[config.mk]
export PLATFORM = sky130hd
export DESIGN_NAME = snd_cmd_ctrl
export DESIGN_NICKNAME = d
export VERILOG_FILES = /design/src/rtl/snd_cmd_pkg.sv /design/src/rtl/snd_irq_tmr.sv /design/src/rtl/snd_cmd_ctrl.sv
export SDC_FILE = /design/constraint.sdc
export NUM_CORES = 1
export LEC_CHECK = 0
export BUFFER_PORTS_ARGS = -buffer_cell sky130_fd_sc_hd__buf_4
export CORE_AREA = 2 2 62 64
export CTS_CLUSTER_SIZE = 16
export DETAILED_ROUTE_END_ITERATION = 8
export DIE_AREA = 0 0 64 66
export PLACE_DENSITY = 0.75
export RECOVER_POWER = 50
export SYNTH_ARGS = -nofsm -noshare
export SYNTH_HDL_FRONTEND = slang
export SYNTH_HIERARCHICAL = 1
export SYNTH_SLANG_ARGS = --single-unit
[constraint.sdc]
create_clock -name CPUCL -period 2.25 [get_ports CPUCL]
set_input_delay 0.45 -clock CPUCL [delete_from_list [all_inputs] [get_ports CPUCL]]
set_output_delay 0.45 -clock CPUCL [all_outputs]
set_load 0.02 [all_outputs]
[src/rtl/snd_cmd_pkg.sv]
// Shared types and constants for the sound-command controller.
package snd_cmd_pkg;

  localparam int unsigned NMIW_DEF   = 16;
  localparam int unsigned IRQDIV_DEF = 50000;

  localparam int unsigned NMI_CNT_W  = 8;
  localparam int unsigned IRQ_CNT_W  = 16;

  typedef enum logic [1:0] {
    NMI_IDLE   = 2'd0,
    NMI_ASSERT = 2'd1,
    NMI_WAIT   = 2'd2
  } nmi_state_e;

endpackage

[src/rtl/snd_irq_tmr.sv]
// Free-running periodic IRQ timer with level-held request and acknowledge.
module snd_irq_tmr
  import snd_cmd_pkg::*;
#(
  parameter int unsigned IRQDIV = IRQDIV_DEF
) (
  input  logic clk,
  input  logic rst_n,
  input  logic iack,
  output logic irq
);

  localparam logic [IRQ_CNT_W-1:0] RELOAD = IRQ_CNT_W'(IRQDIV - 1);

  logic [IRQ_CNT_W-1:0] cnt_q, cnt_d;
  logic                 irq_q, irq_d;

  // Count down, wrap at zero and raise the request; an expiry beats an ack.
  always_comb begin
    cnt_d = cnt_q - IRQ_CNT_W'(1);
    irq_d = irq_q;
    if (cnt_q == '0) begin
      cnt_d = RELOAD;
      irq_d = 1'b1;
    end else if (iack) begin
      irq_d = 1'b0;
    end
  end

  // Timer and request state.
  always_ff @(posedge clk or negedge rst_n) begin
    if (!rst_n) begin
      cnt_q <= RELOAD;
      irq_q <= 1'b0;
    end else begin
      cnt_q <= cnt_d;
      irq_q <= irq_d;
    end
  end

  assign irq = irq_q;

endmodule

[src/rtl/snd_cmd_ctrl.sv]
// Main-to-sound CPU command latch with NMI handshake and periodic IRQ.
module snd_cmd_ctrl
  import snd_cmd_pkg::*;
#(
  parameter int unsigned NMIW   = NMIW_DEF,
  parameter int unsigned IRQDIV = IRQDIV_DEF
) (
  input  logic       CPUCL,
  input  logic       RESET_N,
  input  logic       SNDWR,
  input  logic [7:0] CPUWD,
  input  logic       SRD,
  input  logic       SIACK,
  output logic [7:0] SNDDT,
  output logic       SNMI,
  output logic       SIRQ,
  output logic       PEND,
  output logic       OVF
);

  localparam logic [NMI_CNT_W-1:0] NMI_LOAD = NMI_CNT_W'(NMIW);

  logic                 wr_prev_q, rd_prev_q;
  logic                 wr_edge, rd_edge;
  logic [7:0]           snddt_q, snddt_d;
  logic                 pend_q, pend_d;
  logic                 ovf_q, ovf_d;
  logic                 snmi_q, snmi_d;
  nmi_state_e           state_q, state_d;
  logic [NMI_CNT_W-1:0] cnt_q, cnt_d;

  // Strobe edge detection and command latch; a write beats a read.
  always_comb begin
    wr_edge = SNDWR & ~wr_prev_q;
    rd_edge = SRD & ~rd_prev_q;
    snddt_d = snddt_q;
    pend_d  = pend_q;
    ovf_d   = ovf_q;
    if (wr_edge) begin
      snddt_d = CPUWD;
      pend_d  = 1'b1;
      if (!rd_edge) begin
        ovf_d = ovf_q | pend_q;
      end
    end else if (rd_edge) begin
      pend_d = 1'b0;
      ovf_d  = 1'b0;
    end
  end

  // NMI pulse FSM; a write always (re)starts a full-width pulse.
  always_comb begin
    state_d = state_q;
    cnt_d   = cnt_q;
    case (state_q)
      NMI_IDLE: begin
        if (wr_edge) begin
          state_d = NMI_ASSERT;
          cnt_d   = NMI_LOAD;
        end
      end
      NMI_ASSERT: begin
        if (wr_edge) begin
          cnt_d = NMI_LOAD;
        end else if (cnt_q == NMI_CNT_W'(1)) begin
          // pend_d so a read landing on the last pulse cycle is not lost
          state_d = pend_d ? NMI_WAIT : NMI_IDLE;
        end else begin
          cnt_d = cnt_q - NMI_CNT_W'(1);
        end
      end
      NMI_WAIT: begin
        if (wr_edge) begin
          state_d = NMI_ASSERT;
          cnt_d   = NMI_LOAD;
        end else if (rd_edge) begin
          state_d = NMI_IDLE;
        end
      end
      default: state_d = NMI_IDLE;
    endcase
    snmi_d = (state_d == NMI_ASSERT);
  end

  // Controller state.
  always_ff @(posedge CPUCL or negedge RESET_N) begin
    if (!RESET_N) begin
      wr_prev_q <= 1'b0;
      rd_prev_q <= 1'b0;
      snddt_q   <= '0;
      pend_q    <= 1'b0;
      ovf_q     <= 1'b0;
      snmi_q    <= 1'b0;
      state_q   <= NMI_IDLE;
      cnt_q     <= '0;
    end else begin
      wr_prev_q <= SNDWR;
      rd_prev_q <= SRD;
      snddt_q   <= snddt_d;
      pend_q    <= pend_d;
      ovf_q     <= ovf_d;
      snmi_q    <= snmi_d;
      state_q   <= state_d;
      cnt_q     <= cnt_d;
    end
  end

  snd_irq_tmr #(
    .IRQDIV(IRQDIV)
  ) u_irq_tmr (
    .clk   (CPUCL),
    .rst_n (RESET_N),
    .iack  (SIACK),
    .irq   (SIRQ)
  );

  assign SNDDT = snddt_q;
  assign SNMI  = snmi_q;
  assign PEND  = pend_q;
  assign OVF   = ovf_q;

endmodule

==> out/results.ini, run 1 <==
[clock_network]
clkSinkCount=40
cts_max_path_buffers=2
cts_inserted_buffers=5
clk_pin_slew_worst_paths_ns=0.12
clock_latency_ns=0.33
cts_root_buffer=clkbuf_4
cts_tree=yes
postCtsHoldBufs=0
cts_resized=0
cts_max_level=2
cts_setup_buffers=0

[final_layout]
multi_input_area_um2=847
final_util_pct=63.0
insertedDiodeCount=0
nets=231
register_area_mm2=0.00101
syn_to_final_growth_pct=16.8
final_area_mm2=0.00224
fin_cells=263
drive_above_1_share_pct=27.4
nFillCells=285

[sta]
hold_violations=0
setup_viol=0
rsz0062_at_grt=false
hold_ws_ns=0.241
slew_viol_final=0
worstMarginPinSlew_ns=0.955
skew_ns=0.00707
period_share_pct=82.5
final.setup.worst_slack_ns=0.393
setup_tns_ns=0
relSlewSlack_pct=36.3
period_minus_slack_ns=1.86
timing.fmax_mhz=538

[place]
hpwlAfterDp_um=2670
gp_congestion=0.830
io_buffers=24
dpl_cell_area_mm2=0.00216
placed_cells=255
dp_slack_ns=0.405

[setup_path]
start_kind=register
criticalPathCategory=register to register
critPathMaxFanout=5
crit_start=cnt_q[1]
r2r_end=cnt_q[2]
crit_end=cnt_q[2]
r2r_slack_ns=0.39
worstPathArrival_ns=2.09
r2r-start=cnt_q[1]
end_kind=register
critPathRequiredTime_ns=2.49
rr_worst_depth=6

[global_routing]
grt_pass1_vias=1497
grt_overflow=0
grt_pass1_wl_um=6520
grt_max_degree=41
grt_use_total_pct=20.0
antenna_found_initial=0

[routing]
wl_per_cell_um=13.7
dr.pass1.iters=4
drc=0
viasPerCell=5.52
drt_iter0_drc=66
routed_wl_um=3610
vias=1451
ant_nets=0

[status]
status=finished clean

[yosys]
synth_commonest_cells=nand2_1, dfrtp_1, dfstp_2, inv_1
synth.net_count=201
ys_seq_area_share_pct=52.8
ys_seq_elements=40
synth.distinct_cells=46
synth-main-ff-cell=dfrtp_1
ys_warn_count=6
synth_area_mm2=0.00192
synth_top_area_share_pct=40.5
synth_top_cell_by_area=dfrtp_1
postSynthAreaPerCell_um2=10.4
synth_cells=184
synthTopCellsByArea=dfrtp_1, dfstp_2, nand2_1
synth_edf_count=0
async_reset_ff_share_pct=100
synth_most_common_cell=nand2_1

[hold_path]
hold_class=input pin to async pin

[floorplan]
start_util_pct=53.9
die_area_mm2=0.00422
ioPinCount=25
core-area_mm2=0.00355
die_h_um=66
rows=22
die_x_um=64

[power_and_ir_drop]
p_leak_nw=0.989
power.density_mw_per_mm2=817
vdd_drop_max_mv=0.605
p_total_mw=1.83

[flow_run]
max_cap_viol_count=0

==> worst min-delay path by stage <==
stage / start / to / slack (ns) / depth (start not counted)
after floorplan: RESET_N / OVF / 0.15 / 0
after global placement: RESET_N / cnt_q[5] / 0.44 / 1
after detailed placement: RESET_N / state_q[0] / 0.45 / 1
after CTS: RESET_N / cnt_q[7] / 0.07 / 1
after global routing: SRD / rd_prev_q / 0.23 / 1
final: RESET_N / state_q[0] / 0.24 / 1
==> sequential cells by signal (all words and copies together), names as in the netlist <==
register,cells
cnt_q,8
u_irq_tmr/cnt_q,16
rd_prev_q,1
SNDDT,8
wr_prev_q,1
SNMI,1
state_q,2
u_irq_tmr/irq,1
PEND,1
OVF,1
==> placed cells by master, fill, tap and decap left out, types with 2 or more instances in the layout <==
cell	synthesis	layout
or4_4	2	2
xnor2_1	6	6
and3_1	2	2
nor4_2	2	2
nor3_1	3	3
dfstp_2	9	8
inv_1	9	9
nand4_1	3	3
a21oi_1	4	4
ha_1	4	4
buf_4	0	23
nor3b_1	2	2
nor4_1	2	2
o221ai_1	2	2
xor2_1	6	6
or3_1	3	3
or4_1	3	3
clkbuf_1	3	3
nor2_1	5	5
nand3_1	4	4
o21a_1	2	2
o21ai_0	6	6
o21ai_1	3	3
nand2b_1	4	4
o22ai_1	2	2
nor4b_1	2	2
clkbuf_8	0	2
dfrtp_1	31	31
clkbuf_4	0	5
nor2_2	6	6
nand2_1	36	36
==> cell type report <==
class / instances / area share [%]
inverter: 9 / 1.51
clock buffer: 7 / 2.91
multi-input combinational: 131 / 37.9
sequential: 40 / 45.2
timing repair buffer: 27 / 8.45
clock inverter: 1 / 1.34
tap: 48 / 2.68
==> logic make-up after synthesis <==
group / Yosys count / synth area share, %
adders and majority gates: 4 / 2.61
buffers and inverters: 13 / 2.94
xor gates and xnor gates: 12 / 5.49
AOI/OAI and AO/OA: 25 / 8.75
muxes: 1 / 0.523
DFF: 40 / 52.8
and+or+nand+nor: 89 / 26.8
==> layer usage <==
layer / wire length, um / GRT usage (%)
met1: 1620 / 25.3
met2: 1760 / 33.5
met3: 184 / 3.41
met4: 40 / 9.78
met5: 0 / 0
==> worst max-delay path: stages (launching register included) <==
cell	delay (ns)
dfrtp_1	0.40
inv_1	0.10
ha_1	0.14
or4b_4	0.47
or2_4	0.27
a22o_1	0.19
a32o_1	0.20
==> where the power goes <==
group	internal (mW)	switching [mW]	leakage (nW)	total, mW
clock	0.295	0.223	0.0515	0.518
sequential	0.806	0.0798	0.479	0.886
combinational	0.196	0.228	0.459	0.424
Power figures use the tool's default switching activity.
==> run 2: changes to the inputs <==
--- a/config.mk
+++ b/config.mk
@@ -6,11 +6,11 @@
 export NUM_CORES = 1
 export LEC_CHECK = 0
 export BUFFER_PORTS_ARGS = -buffer_cell sky130_fd_sc_hd__buf_4
-export CORE_AREA = 2 2 62 64
+export CORE_AREA = 2 2 65 67
 export CTS_CLUSTER_SIZE = 16
 export DETAILED_ROUTE_END_ITERATION = 8
-export DIE_AREA = 0 0 64 66
-export PLACE_DENSITY = 0.75
+export DIE_AREA = 0 0 67 69
+export PLACE_DENSITY = 0.72
 export RECOVER_POWER = 50
 export SYNTH_ARGS = -nofsm -noshare
 export SYNTH_HDL_FRONTEND = slang
==> constraint.sdc (replaced) <==
create_clock -name CPUCL -period 1.7 [get_ports CPUCL]
set_input_delay 0.34 -clock CPUCL [delete_from_list [all_inputs] [get_ports CPUCL]]
set_output_delay 0.34 -clock CPUCL [all_outputs]
set_load 0.02 [all_outputs]
==> run 2 against run 1 <==
  * The flow now finishes with violations (setup timing)
  * Global-route usage decreased by 1.9 points
  * Power rose by 52%
  * Clock-buffer cell count rose by 1
  * Final cell count is 11% higher
  * Flip-flop and latch count is the same
  * Clock power rose by 52%
  * Non-clock buffer count increased by 26
  * Die area increased by 9.4%
  * Largest cell class unchanged
  * Highest routed layer unchanged
==> out/results.ini, run 2 (synthesized netlist as in run 1, its figures left out) <==
[status]
status=finished with violations  ; was finished clean
violations=setup timing

[power_and_ir_drop]
vdd_drop_max_mv=0.715  ; was 0.605 mV
comb_power_share_pct=30.1  ; was 23.2%
sw_frac_of_total_pct=29.0  ; about the same
p_switching_mw=0.809  ; was 0.531 mW
pwr-share-seq_pct=41.7  ; was 48.5%
p_int_mw=1.98  ; was 1.30 mW
power.density_mw_per_mm2=1090  ; was 817 mW/mm^2
p_clk_share_pct=28.2  ; was 28.3%
p_leak_nw=1.14  ; was 0.989 nW
p_total_mw=2.78  ; was 1.83 mW

[final_layout]
final_common_cell=buf_4  ; was nand2_1
syn_to_final_growth_pct=34.0  ; was 16.8%
layout_common_cells=buf_4, nand2_1, dfrtp_1  ; was nand2_1, dfrtp_1, buf_4
final_util_pct=65.6  ; was 63.0%
nFillCells=323  ; was 285
regMostFlops=u_irq_tmr/cnt_q  ; unchanged
insertedDiodeCount=0  ; unchanged
largest_reg_flops=16  ; unchanged
final_area_mm2=0.00257  ; was 0.00224 mm^2
nets=257  ; was 231
drive_above_1_share_pct=41.5  ; was 27.4%

[sta]
final.setup.worst_slack_ns=-0.140  ; was 0.393 ns
timing.fmax_mhz=543  ; was 538 MHz
rsz0062_at_grt=true  ; was false
worstMarginPinSlew_ns=0.970  ; was 0.955 ns
period_minus_slack_ns=1.84  ; was 1.86 ns
skew_ns=0.00806  ; was 0.00707 ns
hold_violations=0  ; unchanged
setup_viol=9  ; was 0
slew_viol_final=0  ; unchanged
relSlewSlack_pct=35.3  ; was 36.3%
setup_tns_ns=-0.518  ; was 0 ns
period_share_pct=108  ; was 82.5%

[setup_path]
criticalPathCategory=register to register  ; unchanged
critPathTopFamily=simple AND/OR/NAND/NOR gates  ; unchanged
end_kind=register  ; unchanged
start_kind=register  ; unchanged
crit_buf_inv=1  ; unchanged
slowest_stage=or4b_4  ; unchanged
critPathRequiredTime_ns=1.88  ; was 2.49 ns
cp_cell_sequence=inv_2 -> ha_4 -> or4b_4 -> or2_4 -> a22o_1 -> a32o_1  ; was inv_1 -> ha_1 -> or4b_4 -> or2_4 -> a22o_1 -> a32o_1
critPathMaxFanout=5  ; unchanged
worstPathArrival_ns=2.02  ; was 2.09 ns
max_stage_delay_ns=0.49  ; was 0.47 ns
crit_start=cnt_q[1]  ; unchanged
r2r-start=cnt_q[1]  ; unchanged

[hold_path]
min_from=SRD
hold_class=input pin to register  ; was input pin to async pin

[floorplan]
rows=23  ; was 22
core-area_mm2=0.00391  ; was 0.00355 mm^2
ioPinCount=25  ; unchanged
die_h_um=69  ; was 66 um
die_area_mm2=0.00462  ; was 0.00422 mm^2
start_util_pct=48.9  ; was 53.9%
die_x_um=67  ; was 64 um

[flow_run]
max_cap_viol_count=0  ; unchanged

[routing]
drt_iter0_drc=63  ; was 66
viasPerCell=5.18  ; was 5.52
vias=1507  ; was 1,451
dr.pass1.iters=4  ; unchanged
drc=0  ; unchanged
routed_wl_um=4000  ; was 3610 um
wl_per_cell_um=13.7  ; about the same
ant_nets=0  ; unchanged

[global_routing]
grt_max_degree=41  ; unchanged
grt_pass1_wl_um=6550  ; was 6520 um
antenna_found_initial=0  ; unchanged
grt_pass1_vias=1508  ; was 1,497
grt_overflow=0  ; unchanged
grt_use_total_pct=18.1  ; was 20.0%

[place]
dpl_cell_area_mm2=0.00232  ; was 0.00216 mm^2
io_buffers=24  ; unchanged
dp_slack_ns=-0.136  ; was 0.405 ns
hpwlAfterDp_um=2790  ; was 2670 um
gp_congestion=0.791  ; was 0.830

[clock_network]
cts_tree=yes  ; unchanged
clkSinkCount=40  ; unchanged
postCtsHoldBufs=0  ; unchanged
cts_root_buffer=clkbuf_8  ; was clkbuf_4
cts_inserted_buffers=5  ; unchanged
clock_latency_ns=0.29  ; was 0.33 ns
cts_max_path_buffers=2  ; unchanged
cts_max_level=2  ; unchanged
clk_pin_slew_worst_paths_ns=0.08  ; was 0.12 ns

==> run 2: power groups by stage <==
stage	clock network [mW]	registers, mW	logic (mW)
floorplan	0	1.20	0.355
global placement	0	1.16	0.722
detailed placement	0	1.17	0.751
CTS	0.813	1.16	0.802
global route	0.853	1.18	0.924
finish	0.785	1.16	0.839
==> run 2: area by class of cell <==
class | count | area [um^2] | share of cell area, %
sequential | 40 | 1010 | 39.4
timing repair buffer | 53 | 407 | 15.8
clock buffer | 8 | 123 | 4.78
multi-input combinational | 131 | 928 | 36.2
inverter | 9 | 33.8 | 1.32
tap | 50 | 62.6 | 2.44
==> run 2: worst paths after layout <==
kind | to | slack, ns | cells after the start
hold / removal | rd_prev_q | 0.19 | 1
hold reg to reg | SNDDT[5] | 0.48 | 2
setup / recovery | cnt_q[2] | -0.14 | 6
max in group asynchronous | u_irq_tmr/cnt_q[5] | 0.91 | 1
min in group asynchronous | u_irq_tmr/cnt_q[7] | 0.20 | 1
setup reg to reg | cnt_q[2] | -0.14 | 6
==> run 2: per-stage QoR <==
step	instances	hold WS [ns]
floorplan	184	0.0444
global placement	279	0.341
detailed placement	279	0.345
CTS	290	0.0266
global route	291	0.171
finish	291	0.186
==> run 2: worst register-to-register path, stage by stage (launching register included) <==
cell	delay, ns
dfrtp_1	0.39
inv_2	0.08
ha_4	0.11
or4b_4	0.49
or2_4	0.28
a22o_1	0.19
a32o_1	0.20
==> run 2: timing repair <==
action                     in CTS  in global routing
pin swaps                       4                  4
setup buffers                   3                  1
gates resized for setup         6                 16
setup endpoints to repair      17                 26
==> run 2: metal layers <==
layer	GRT usage, %	routed length (um)
met1	21.7	1630
met2	31.7	2230
met3	4.40	97
met4	4.99	34
met5	0	0
==> run 3: changes to the inputs <==
--- a/config.mk
+++ b/config.mk
@@ -11,7 +11,7 @@
 export DETAILED_ROUTE_END_ITERATION = 8
 export DIE_AREA = 0 0 67 69
 export PLACE_DENSITY = 0.72
-export RECOVER_POWER = 50
+export SKIP_CTS_REPAIR_TIMING = 1
 export SYNTH_ARGS = -nofsm -noshare
 export SYNTH_HDL_FRONTEND = slang
 export SYNTH_HIERARCHICAL = 1
==> run 3 against run 2 <==
  * The run still ends with setup timing left
  * Sequential power hardly changed
  * Clock skew hardly changed
  * Routed wire length is 1.5% lower
  * Non-clock buffer count stayed put
  * Highest routed layer unchanged
  * Critical endpoint unchanged
  * Clock-buffer cell count stayed put
==> out/results.ini, run 3 (synthesized netlist as in run 1, its figures left out) <==
[status]
status=finished with violations  ; unchanged
violations=setup timing  ; unchanged

[routing]
routed.top_layer=met4  ; unchanged
met2_length_um=2190  ; was 2230 um
drc=0  ; unchanged
wl_met1_um=1630  ; unchanged
routed_wl_um=3940  ; was 4000 um
drt_iter0_drc=50  ; was 63
wl_per_cell_um=13.5  ; was 13.7 um
vias=1494  ; was 1,507
dr.pass1.iters=4  ; unchanged
wl_met3_um=81  ; was 97 um
ant_nets=0  ; unchanged
viasPerCell=5.13  ; was 5.18

[setup_path]
critPathRequiredTime_ns=1.88  ; about the same
max_stage_delay_ns=0.49  ; about the same
criticalPathCategory=register to register  ; unchanged
cp_cell_sequence=inv_2 -> ha_4 -> or4b_4 -> or2_4 -> a22o_1 -> a32o_1  ; unchanged
worstPathArrival_ns=2.03  ; was 2.02 ns
r2r_slack_ns=-0.15  ; was -0.14 ns
r2r-start=cnt_q[1]  ; unchanged
start_kind=register  ; unchanged
rr_worst_depth=6  ; unchanged
slowest_stage=or4b_4  ; unchanged
r2r_end=cnt_q[2]  ; unchanged
critPathMaxFanout=5  ; unchanged
end_kind=register  ; unchanged

[sta]
period_minus_slack_ns=1.85  ; was 1.84 ns
rsz0062_at_grt=true  ; unchanged
setup_viol=9  ; unchanged
hold_violations=0  ; unchanged
period_share_pct=109  ; was 108%
relSlewSlack_pct=63.7  ; was 35.3%
worstMarginPinSlew_ns=0.543  ; was 0.970 ns
skew_ns=0.00786  ; was 0.00806 ns
timing.fmax_mhz=540  ; was 543 MHz
hold_ws_ns=0.0170  ; was 0.186 ns
final.setup.worst_slack_ns=-0.151  ; was -0.140 ns
slew_viol_final=0  ; unchanged

[power_and_ir_drop]
pwr-share-seq_pct=40.4  ; was 41.7%
p_int_mw=2.02  ; was 1.98 mW
p_switching_mw=0.851  ; was 0.809 mW
vdd_drop_max_mv=0.745  ; was 0.715 mV
comb_power_share_pct=32.2  ; was 30.1%
sw_frac_of_total_pct=29.6  ; was 29.0%
power.density_mw_per_mm2=1100  ; was 1090 mW/mm^2
p_leak_nw=1.16  ; was 1.14 nW
p_total_mw=2.87  ; was 2.78 mW
p_clk_share_pct=27.3  ; was 28.2%

[clock_network]
cts_tree=yes  ; unchanged
clk_pin_slew_worst_paths_ns=0.08  ; about the same
clock_latency_ns=0.29  ; about the same
cts_root_buffer=clkbuf_8  ; unchanged
cts_max_path_buffers=2  ; unchanged
cts_inserted_buffers=5  ; unchanged
clkSinkCount=40  ; unchanged
cts_max_level=2  ; unchanged

[place]
placed_cells=279  ; unchanged
hpwlAfterDp_um=2790  ; unchanged
gp_congestion=0.791  ; unchanged
io_buffers=24  ; unchanged
dpl_cell_area_mm2=0.00232  ; unchanged

[final_layout]
syn_to_final_growth_pct=36.5  ; was 34.0%
insertedDiodeCount=0  ; unchanged
fin_cells=291  ; unchanged
layout_common_cells=buf_4, nand2_1, dfrtp_1  ; unchanged
drive_above_1_share_pct=43.2  ; was 41.5%
final_area_mm2=0.00262  ; was 0.00257 mm^2
final_common_cell=buf_4  ; unchanged
largest_reg_flops=16  ; unchanged
nets=257  ; unchanged
regMostFlops=u_irq_tmr/cnt_q  ; unchanged

[global_routing]
grt_pass1_wl_um=6380  ; was 6550 um
grt_max_degree=41  ; unchanged
grt_pass1_vias=1493  ; was 1,508
antenna_found_initial=0  ; unchanged
grt_use_total_pct=17.7  ; was 18.1%
grt_overflow=0  ; unchanged

[floorplan]
rows=23  ; unchanged
die_h_um=69  ; unchanged
start_util_pct=48.9  ; unchanged
die_area_mm2=0.00462  ; unchanged
core-area_mm2=0.00391  ; unchanged
die_x_um=67  ; unchanged
ioPinCount=25  ; unchanged

[flow_run]
max_cap_viol_count=0  ; unchanged

[hold_path]
hold_class=input pin to async pin  ; was input pin to register

## run 3: final cells by class
type,count,area [um^2]
Sequential cell,40,1010
Fill cell,315,1300
Tap cell,50,62.6
Multi-Input combinational cell,131,963
Timing Repair Buffer,53,420
Inverter,9,33.8
Clock buffer,8,123
## run 3: power groups by stage
stage	Sequential [mW]	Combinational, mW	Clock [mW]
final	1.16	0.926	0.785
after global routing	1.18	1.01	0.853
after CTS	1.15	0.753	0.813
after detailed placement	1.17	0.751	0
after global placement	1.16	0.722	0
after floorplan	1.20	0.355	0
## run 3: worst max path at each step
stage / from / end / slack, ns / cells past startpoint
after floorplan: cnt_q[1] / cnt_q[2] / -0.05 / 6
after global placement: u_irq_tmr/cnt_q[0] / u_irq_tmr/cnt_q[12] / -0.09 / 6
after detailed placement: cnt_q[1] / cnt_q[2] / -0.14 / 6
after CTS: u_irq_tmr/cnt_q[0] / u_irq_tmr/cnt_q[12] / -0.15 / 6
after global routing: cnt_q[1] / cnt_q[2] / -0.19 / 6
final: cnt_q[1] / cnt_q[2] / -0.15 / 6
## run 3: routing by layer
metal / global-route usage (%) / up-vias
met5: 0 / -
met4: 4.99 / 0
met3: 4.40 / 4
met2: 31.2 / 11
met1: 20.8 / 732
li1: - / 747
## run 3: critical path: cells and delay by family (launching register included)
family                     cells  cell delay, ns
adders and majority gates      1            0.11
AOI/OAI and AO/OA              2            0.39
DFF                            1            0.39
buffers and inverters          1            0.08
and+or+nand+nor                2            0.77
## run 3: stage by stage
stage / worst slack, ns / setup TNS [ns] / util [%]
floorplan: -0.0527 / -0.0548 / -
global placement: -0.0856 / -0.438 / 59.4
detailed placement: -0.136 / -0.982 / 59.4
CTS: -0.153 / -1.26 / 62.5
global route: -0.189 / -1.67 / 66.8
finish: -0.151 / -0.890 / 66.8
